**config.mk**
```make
export PLATFORM = sky130hd
export DESIGN_NAME = serial_adder
export DESIGN_NICKNAME = d
export VERILOG_FILES = /design/src/rtl/serial_adder_pkg.sv /design/src/rtl/serial_adder_fa.sv /design/src/rtl/serial_adder.sv
export SDC_FILE = /design/constraint.sdc
export NUM_CORES = 1
export LEC_CHECK = 0
export CAP_MARGIN = 40
export CORE_UTILIZATION = 45
export DETAILED_ROUTE_END_ITERATION = 12
export PLACE_DENSITY_LB_ADDON = 0.25
export SLEW_MARGIN = 15
export SYNTH_ARGS = -nofsm -noshare
export SYNTH_HDL_FRONTEND = slang
export SYNTH_HIERARCHICAL = 1
export SYNTH_SLANG_ARGS = --single-unit
```
**constraint.sdc**
```tcl
create_clock -name clk -period 1.4 [get_ports clk]
set_input_delay 0.21 -clock clk [delete_from_list [all_inputs] [get_ports clk]]
set_output_delay 0.21 -clock clk [all_outputs]
set_load 0.05 [all_outputs]
```
**src/rtl/serial_adder_pkg.sv**
```systemverilog
// ============================================================================
// Module      : serial_adder_pkg
// Description : Shared state encoding and default width for serial_adder.
// Revision    : 1.0 - initial release
// ============================================================================
`default_nettype none

package serial_adder_pkg;

    localparam int C_DEFAULT_WIDTH = 8;

    typedef enum logic [1:0] {
        S_IDLE = 2'b00,
        S_RUN  = 2'b01,
        S_DONE = 2'b10
    } state_t;

endpackage

`default_nettype wire

```
**src/rtl/serial_adder_fa.sv**
```systemverilog
// ============================================================================
// Module      : fa
// Description : Single-bit combinational full adder.
// Revision    : 1.0 - initial release
// ============================================================================
`default_nettype none

module fa (
    input  logic a,
    input  logic b,
    input  logic c_in,
    output logic sum,
    output logic c_out
);

    assign sum   = a ^ b ^ c_in;
    assign c_out = (a & b) | (c_in & (a ^ b));

endmodule

`default_nettype wire

```
**src/rtl/serial_adder.sv**
```systemverilog
// ============================================================================
// Module      : serial_adder
// Description : Bit-serial WIDTH-bit adder, LSB first through one full adder.
//               Optional subtract mode enabled by macro SERIAL_ADDER_SUB_EN.
// Revision    : 1.0 - initial release
// ============================================================================
`default_nettype none

module serial_adder
    import serial_adder_pkg::*;
#(
    parameter int WIDTH = C_DEFAULT_WIDTH
) (
    input  logic             clk,
    input  logic             rst_n,
    input  logic             start,
    input  logic [WIDTH-1:0] a,
    input  logic [WIDTH-1:0] b,
`ifdef SERIAL_ADDER_SUB_EN
    input  logic             op_sub,
`endif
    output logic             busy,
    output logic             done,
    output logic [WIDTH-1:0] sum,
    output logic             c_out
);

    localparam int              c_cnt_w    = $clog2(WIDTH);
    localparam logic [c_cnt_w-1:0] c_last_cnt = c_cnt_w'(WIDTH - 1);

    state_t             r_state;
    state_t             w_next_state;
    logic               w_busy_nxt;
    logic               w_done_nxt;

    logic [WIDTH-1:0]   r_a_sh;
    logic [WIDTH-1:0]   r_b_sh;
    logic [c_cnt_w-1:0] r_cnt;
    logic               r_carry;

    logic               w_accept;
    logic               w_last;
    logic               w_b_bit;
    logic               w_init_carry;
    logic               w_fa_sum;
    logic               w_fa_cout;

    assign w_accept = start && ((r_state == S_IDLE) || (r_state == S_DONE));
    assign w_last   = (r_state == S_RUN) && (r_cnt == c_last_cnt);

`ifdef SERIAL_ADDER_SUB_EN
    logic r_sub;
    // Two's-complement subtract: invert B into the adder and seed carry with 1.
    assign w_b_bit      = r_b_sh[0] ^ r_sub;
    assign w_init_carry = op_sub;
`else
    assign w_b_bit      = r_b_sh[0];
    assign w_init_carry = 1'b0;
`endif

    fa u_fa (
        .a     (r_a_sh[0]),
        .b     (w_b_bit),
        .c_in  (r_carry),
        .sum   (w_fa_sum),
        .c_out (w_fa_cout)
    );

    always_ff @(posedge clk or negedge rst_n) begin
        if (!rst_n) begin
            r_state <= S_IDLE;
        end else begin
            r_state <= w_next_state;
        end
    end

    always_comb begin
        w_next_state = r_state;
        case (r_state)
            S_IDLE:  if (start) w_next_state = S_RUN;
            S_RUN:   if (r_cnt == c_last_cnt) w_next_state = S_DONE;
            S_DONE:  w_next_state = start ? S_RUN : S_IDLE;
            default: w_next_state = S_IDLE;
        endcase
    end

    // Flags are registered from the next state so they align with r_state.
    always_comb begin
        w_busy_nxt = (w_next_state == S_RUN);
        w_done_nxt = (w_next_state == S_DONE);
    end

    always_ff @(posedge clk or negedge rst_n) begin
        if (!rst_n) begin
            busy <= 1'b0;
            done <= 1'b0;
        end else begin
            busy <= w_busy_nxt;
            done <= w_done_nxt;
        end
    end

    always_ff @(posedge clk or negedge rst_n) begin
        if (!rst_n) begin
            r_a_sh  <= '0;
            r_b_sh  <= '0;
            r_cnt   <= '0;
            r_carry <= 1'b0;
            sum     <= '0;
            c_out   <= 1'b0;
`ifdef SERIAL_ADDER_SUB_EN
            r_sub   <= 1'b0;
`endif
        end else if (w_accept) begin
            r_a_sh  <= a;
            r_b_sh  <= b;
            r_cnt   <= '0;
            r_carry <= w_init_carry;
`ifdef SERIAL_ADDER_SUB_EN
            r_sub   <= op_sub;
`endif
        end else if (r_state == S_RUN) begin
            r_a_sh  <= {1'b0, r_a_sh[WIDTH-1:1]};
            r_b_sh  <= {1'b0, r_b_sh[WIDTH-1:1]};
            r_carry <= w_fa_cout;
            sum     <= {w_fa_sum, sum[WIDTH-1:1]};
            if (w_last) begin
                c_out <= w_fa_cout;
            end else begin
                r_cnt <= r_cnt + 1'b1;
            end
        end
    end

endmodule

`default_nettype wire

```
# Word-level counts from Yosys, hierarchy flattened
# Index checks and enable logic that the tools add are counted.
# word_totals
register_bits	33
latchBits	0
ram_bits	0
romBits	0
elab_cells	43
n_memories	0
# op_classes
add_sub_neg	1
n_mul	0
div	0
magnitude_cmp	0
n_eq_ne	6
n_shift	0
n_mux	13
bitwise	6
reduce_logical	8
# ops
op	count
2-to-1 mux 8 bit	4
2-to-1 mux 3 bit	3
case mux 2 bit (3 select lines)	1
== test 2 x 1 -> 1 bit, second input constant	2
== test 2 bit, second input constant	2
2-to-1 mux 2 bit	2
AND reduction 2 bit	2
adder 3 x 1 -> 3 bit, second input constant	1
== test 3 bit, second input constant	1
2-to-1 mux 1 bit	3
AND reduction 3 bit	1
bitwise AND 1 bit	2
logical AND 1 bit	2
logical NOT 2 bit	1
inequality test 2 bit, second input constant	1
nonzero test 2 bit	1
XOR 1 bit	2
logical OR 1 bit	1
NOT 1 bit	1
bitwise OR 1 bit	1

# Depth between registers and ports, before layout
# Gate-level depths: netlist of the first run.
# depth
ltp_word	5
depth_mapped	4

# By module
# Netlist of the first run, hierarchy kept.
# modules_own_cells
mod	instances	cells_each	area_per_inst_um2	seq_area_each_um2
serial_adder	1	119	1656.6	825.8
fa	1	1	20.0	0.0

# Worst setup path after synthesis of the first run
# Ideal clock, no wire load.
# synth_path
path_type	reg2reg
from	register r_cnt[0]
to	register r_cnt[1]
arrival_time_ns	1.253
setup_slack_ns	0.021
path_stages_with_launch	5
path_buffers	0
period_less_slack_ns	1.379
cell_sequence	dfrtp_1 ha_1 ha_1 o211a_1 a311o_1
# synth_via
elab_chain_cells	4
# synth_lines
item	line_no	source
start, declared	serial_adder.sv:38	logic [c_cnt_w-1:0] r_cnt;
start signal, assigned	serial_adder.sv:130	r_cnt <= r_cnt + 1'b1;
adder 3 x 1 -> 3 bit or == test 3 bit (tied branches)	serial_adder.sv:130, serial_adder.sv:49	
2-to-1 mux 3 bit or logical AND 1 bit (tied branches)	serial_adder.sv:127, serial_adder.sv:49	
2-to-1 mux 3 bit or inequality test 2 bit (tied branches)	n/a	
2-to-1 mux 3 bit or AND reduction 2 bit (tied branches)	n/a	
# Parallel ways exist; a longest one is shown, timed or not. The select of a mux whose other input is x is not followed.
# A chain may end at the register's enable or synchronous reset.

# Worst setup path in the final report of the first run
# layout_path
from	register r_cnt[1]
to	register r_cnt[2]
# Same word-level chain as after synthesis.

==> results of run 1 <==
-- through the flow --
stage	instances	setup slack (ns)	hold WS (ns)
floorplan	120	0.0205	-0.0856
global placement	198	0.0200	0.525
detailed placement	198	-0.0434	0.545
CTS	206	0.0355	0.309
global route	206	-0.00372	0.328
finish	206	0.0294	0.305
-- flip-flops by register name (all words and copies together) (netlist names) --
signal and cells:
r_a_sh 8, done 1, c_out 1, sum 8
r_state 2, r_cnt 3, busy 1, r_carry 1
r_b_sh 8
-- power breakdown --
group          leakage, uW  switching (uW)  internal [uW]
Combinational     0.000628            1200           1500
Sequential        0.000418             416           1370
Clock            0.0000681             332            707
Total              0.00111            1950           3580
-- layout make-up --
type | count | area [sq um] | area share
Multi-Input combinational cell | 78 | 790 | 0.338
Clock inverter | 3 | 65.1 | 0.0279
Clock buffer | 5 | 68.8 | 0.0295
Tap cell | 46 | 57.6 | 0.0247
Timing Repair Buffer | 41 | 528 | 0.226
Sequential cell | 33 | 826 | 0.354
-- worst reg2reg max path: cells and delay by family (launching register included) --
family,cells,cell delay (ns)
adder cells (fa/ha/maj),2,0.38
AO/OA/AOI/OAI,2,0.48
flip-flops,1,0.39
-- path summary, 6_finish.rpt --
path,start,end,slack (ns)
hold reg to reg,r_a_sh[7],r_a_sh[7],0.56
hold / removal,rst_n,sum[3],0.30
setup / recovery,r_cnt[1],r_cnt[2],0.03
max in group asynchronous,rst_n,r_b_sh[5],0.92
min in group clk,r_a_sh[7],r_a_sh[7],0.56
setup reg to reg,r_cnt[1],r_cnt[2],0.03
-- layout by cell type, fill, tap and decap left out --
master,count
and3b_1,2
mux2_2,12
dfrtp_1,33
bufinv_16,2
buf_4,9
ha_4,1
nand3_1,2
clkbuf_8,5
fa_2,1
nor3b_1,2
nor2b_1,1
nand2b_4,1
a221o_1,1
nor2_1,1
o211a_1,3
clkinv_2,1
o21ai_0,2
clkdlybuf4s50_1,18
nor2_2,1
ha_2,1
buf_12,14
a311o_1,2
a22o_1,1
mux2i_1,44
-- logic make-up after synthesis --
group / share of synthesized area
DFF: 0.493
adders and majority gates: 0.0269
muxes: 0.343
and+or+nand+nor: 0.0418
buffers and inverters: 0.0485
AOI/OAI and AO/OA: 0.0470
-- what timing repair did --
item                       in CTS  in global routing
setup buffers                   0                  0
hold buffers                    0                  0
hold endpoints to repair        0                  0
gates resized for setup         4                  1
pin swaps                       0                  1
setup endpoints to repair       7                  4
-- routing by layer --
layer	share of wire	routed length (microns)	vias to the layer above
li1	-	-	518
met1	0.42	1270	542
met2	0.53	1590	24
met3	0.042	125	2
met4	0.0063	19	0
met5	0	0	-
==> impl_results.md, run 1 <==
- Pwr Density: 2370 nW/um^2
- Initial antenna violation count: 0
- Post-synth ARST share: 1.00
- Main synth FF type: dfrtp_1
- Final setup viols: 0
- Syn_nets: 142
- Pleak: 0.00111 uW
- Design Area, Final: 2330 sq um
- Final Slew Violations: 0
- Die Ht: 63.0 microns
- Sink Count: 33
- Post-synthesis sequential area ratio: 0.493
- Mean post-synth cell area: 14.0 sq um
- Filler instances: 254
- Post-synth top area share: 0.493
- Type of the worst setup path: register to register
- Clk pin slew, worst setup/hold paths: 0.07 ns
- Die area: 3970 sq um
- Worst EP required: 1.56 ns
- Worst Skew: 0.00312 ns
- CP delay by family, top: compound AO/OA/AOI/OAI gates
- Largest net degree at the start of global routing: 34
- GR Util met2: 0.310
- Worst-case clock buffer depth: 2
- Peak supply drop: 0.00114 V
- # IOs: 30
- GR Util met1: 0.197
- TritonCTS clock tree: yes
- Overall Global Routing Usage: 0.175
- Unique masters post-synth: 20
- Most frequent cell after synthesis: mux2i_1
- CP Launch Type: register
- H-tree levels: 2
- Root Buffer: clkbuf_8
- Met3 GRT Util: 0.0456
- Post-synth EDFFs: 0
- Vias per Instance: 5.27
- Worst Path Arrival: 1.53 ns
- Antenna Diode Count: 0
- Synth cell count leaders: 44 x mux2i_1, 33 x dfrtp_1, 12 x mux2_2
- Worst path bufs/invs: 0
- Cell Rows: 21
- Worst Hold Class: input port to async pin
- Nets: 181
- #FFs+latches synth: 33
- Initial Util: 0.487
- Busiest grt layer: met2
- Number of global-route vias before repair: 1,173
- # DRC: 0
- Pwr Total: 5530 uW
- Fmax: 0.730 GHz
- I/O Buffers: 29
- Yosys warnings: 6
- Worst-skew pair later-pin latency: 0.27 ns
- Post-DR wirelength/cell: 14.5 microns
- Status: finished clean
- Detailed placement HPWL: 2180 microns
- Synth top area cells: dfrtp_1 49%, mux2i_1 26%, mux2_2 8.1%, buf_6 2.0%, o211a_1 1.8%
- Worst Tran Pin Value: 0.348 ns
- Area added between synthesis and finish: 39.3%
- Die Wd: 63.0 microns
- Final Critical Period: 1.37 ns
- Top cell type by total area after synthesis: dfrtp_1
- Max-cap violation count: 0
- Iteration-0 DRC Markers: 48
- Share of the clock period used by the worst path: 0.979
- Core area: 3440 sq um
- CTS Buf Count: 5
- Post-layout util: 0.678
- Antenna viol nets, final: 0
- Routability cong.: 0.664
- DRT Pass-1 Iters: 4
- Crit path capture type: register
- R2R cell count: 4
- Crit path depth: 4
- Layout cells sized above 1: 0.300
- CP Max Fanout: 6
- Slew HR: 0.768
- Total number of vias: 1,086
- CP max stage cell: dfrtp_1
- Post-synthesis instance total: 120
- RSZ-0062 raised after global routing: true
- Final Hold Fails: 0
- Synthesized area: 1680 sq um
- Total wire length after detailed routing: 3000 microns
- Total congestion overflow: 0
- CP max stage delay: 0.39 ns
- Crit path cell chain: ha_2 -> ha_4 -> o211a_1 -> a311o_1
- Global-route wire length before repair: 5280 microns
- Placed cell area: 2180 sq um
- Setup TNS: 0 ns
(Power assumes the default switching activity.)
==> run 2: changes to the inputs <==
==> constraint.sdc (replaced) <==
create_clock -name clk -period 1.65 [get_ports clk]
set_input_delay 0.2475 -clock clk [delete_from_list [all_inputs] [get_ports clk]]
set_output_delay 0.2475 -clock clk [all_outputs]
set_load 0.05 [all_outputs]
==> impl_results.md, run 2 (same netlist as run 1, synthesis figures left out) <==
- Fmax: 0.673 GHz (-7.8%)
- TritonCTS clock tree: yes
- Worst Path Arrival: 1.66 ns (+0.13 ns)
- Share of the clock period used by the worst path: 0.901 (-0.0784)
- Peak supply drop: 0.000700 V (-38%)
- Status: finished clean
- Die area: 3970 sq um (unchanged)
- Max-cap violation count: 0 (unchanged)
- Antenna Diode Count: 0 (unchanged)
- Hold WS: 0.356 ns (+0.0514 ns)
- Vias per Instance: 5.38 (+2.0%)
- Core area: 3440 sq um (unchanged)
- Die Wd: 63.0 microns (unchanged)
- Total number of vias: 1,070 (-1.5%)
- Worst-case clock buffer depth: 2 (unchanged)
- Antenna viol nets, final: 0 (unchanged)
- Final Slew Violations: 0 (unchanged)
- Pleak: 0.00101 uW (-9.3%)
- Crit path capture type: register
- Type of the worst setup path: register to register
- Hold buffers post-CTS: 0 (unchanged)
- Detailed placement HPWL: 2040 microns (-6.2%)
- H-tree levels: 2 (unchanged)
- Resized cells post-CTS: 0 (-4)
- DRT Pass-1 Iters: 2 (-2)
- Pwr Density: 1870 nW/um^2 (-21%)
- CP Launch Type: register
- Reg2reg start: r_cnt[0]
- I/O Buffers: 29 (unchanged)
- Overall Global Routing Usage: 0.169 (-0.00620)
- Routability cong.: 0.737 (+11%)
- Sink Count: 33 (unchanged)
- Worst Tran Pin Value: 0.487 ns (+0.140 ns)
- Worst R2R End: r_cnt[2]
- Iteration-0 DRC Markers: 62 (+29%)
- Worst Hold Class: input port to async pin
- Global-route wire length before repair: 5090 microns (-3.5%)
- Most frequent cells in the layout: 44 x mux2i_1, 33 x dfrtp_1, 18 x clkdlybuf4s50_1
- Final Hold Fails: 0 (unchanged)
- # DRC: 0 (unchanged)
- Worst-skew pair later-pin latency: 0.29 ns (+0.02 ns)
- Layout cells sized above 1: 0.235 (-0.0647)
- Total wire length after detailed routing: 2920 microns (-2.5%)
- Clk pin slew, worst setup/hold paths: 0.07 ns (about the same)
- Reg2reg setup slack: 0.16 ns (+0.13 ns)
- Total congestion overflow: 0 (unchanged)
- R2R cell count: 4 (unchanged)
- Nets: 174 (-3.9%)
- Largest registers: r_a_sh (8), r_b_sh (8), sum (8)
- # IOs: 30 (unchanged)
- Number of global-route vias before repair: 1,126 (-4.0%)
- Area added between synthesis and finish: 22.9%
- Setup TNS: 0 ns (unchanged)
- RSZ-0062 raised after global routing: false
- Slew HR: 0.675 (-0.0931)
- Number of setup buffers added after CTS: 0 (unchanged)
- Final setup viols: 0 (unchanged)
- Worst Skew: 0.00982 ns (+0.00670 ns)
- CTS Buf Count: 5 (unchanged)
- Largest net degree at the start of global routing: 34 (unchanged)
- CP Max Fanout: 6 (unchanged)
- Initial antenna violation count: 0 (unchanged)
- Most common cell after layout, fill and taps aside: mux2i_1
- Post-DR wirelength/cell: 14.7 microns (+0.89%)
- Die Ht: 63.0 microns (unchanged)
- Cell Rows: 21 (unchanged)
- Root Buffer: clkbuf_8
- Final Critical Period: 1.49 ns (+0.115 ns)
- Initial Util: 0.487 (unchanged)
- Worst EP required: 1.82 ns (+0.26 ns)
run 2: cell types whose count changed in the layout (fill, tap and decap cells not counted), moves of 2 or more:
cell	change
ha_1	+2
bufinv_16	-2
buf_12	-12
buf_4	+5
run 2: power by group:
group | total [uW] | internal (uW) | switching [uW]
logic | 1810 | 859 | 954
clock network | 582 | 292 | 290
registers | 1460 | 1160 | 304
run 2: how the worst max path moves through the flow:
stage                     end  depth (start not counted)     start
floorplan            r_cnt[1]                          4  r_cnt[0]
global placement    r_a_sh[4]                          4     start
detailed placement   r_cnt[2]                          4  r_cnt[0]
CTS                  r_cnt[2]                          4  r_cnt[0]
global route            c_out                          4  r_cnt[0]
finish               r_cnt[2]                          4  r_cnt[0]
run 2: area by class of cell:
cell class,instances,area (sq um)
clock inverter,2,10.0
clock buffer,6,72.6
multi-input combinational,78,769
timing repair buffer,34,325
tap,46,57.6
sequential,33,826
fill,287,1380
run 2: worst max-delay path, cell delays in order (launching register included):
cell     delay [ns]
dfrtp_1        0.42
ha_1           0.22
ha_1           0.24
o211a_1        0.22
a311o_1        0.27
run 2: per-stage QoR:
step | power, uW | cells | area (sq um) | setup slack, ns | utilization
after floorplan | 2870 | 120 | 1680 | 0.271 | -
after global placement | 3220 | 191 | 1980 | 0.219 | 0.575
after detailed placement | 3310 | 191 | 1980 | 0.160 | 0.575
after CTS | 3910 | 199 | 2060 | 0.150 | 0.599
after global routing | 4120 | 199 | 2060 | 0.0682 | 0.599
final | 3860 | 199 | 2060 | 0.164 | 0.599
run 2: per-layer routing:
metal  vias up  GRT usage  share of wire
met4         0     0.0698          0.010
met1       538      0.195           0.44
met2        23      0.282           0.50
li1        505          -              -
met5         -          0              0
met3         4     0.0584          0.047
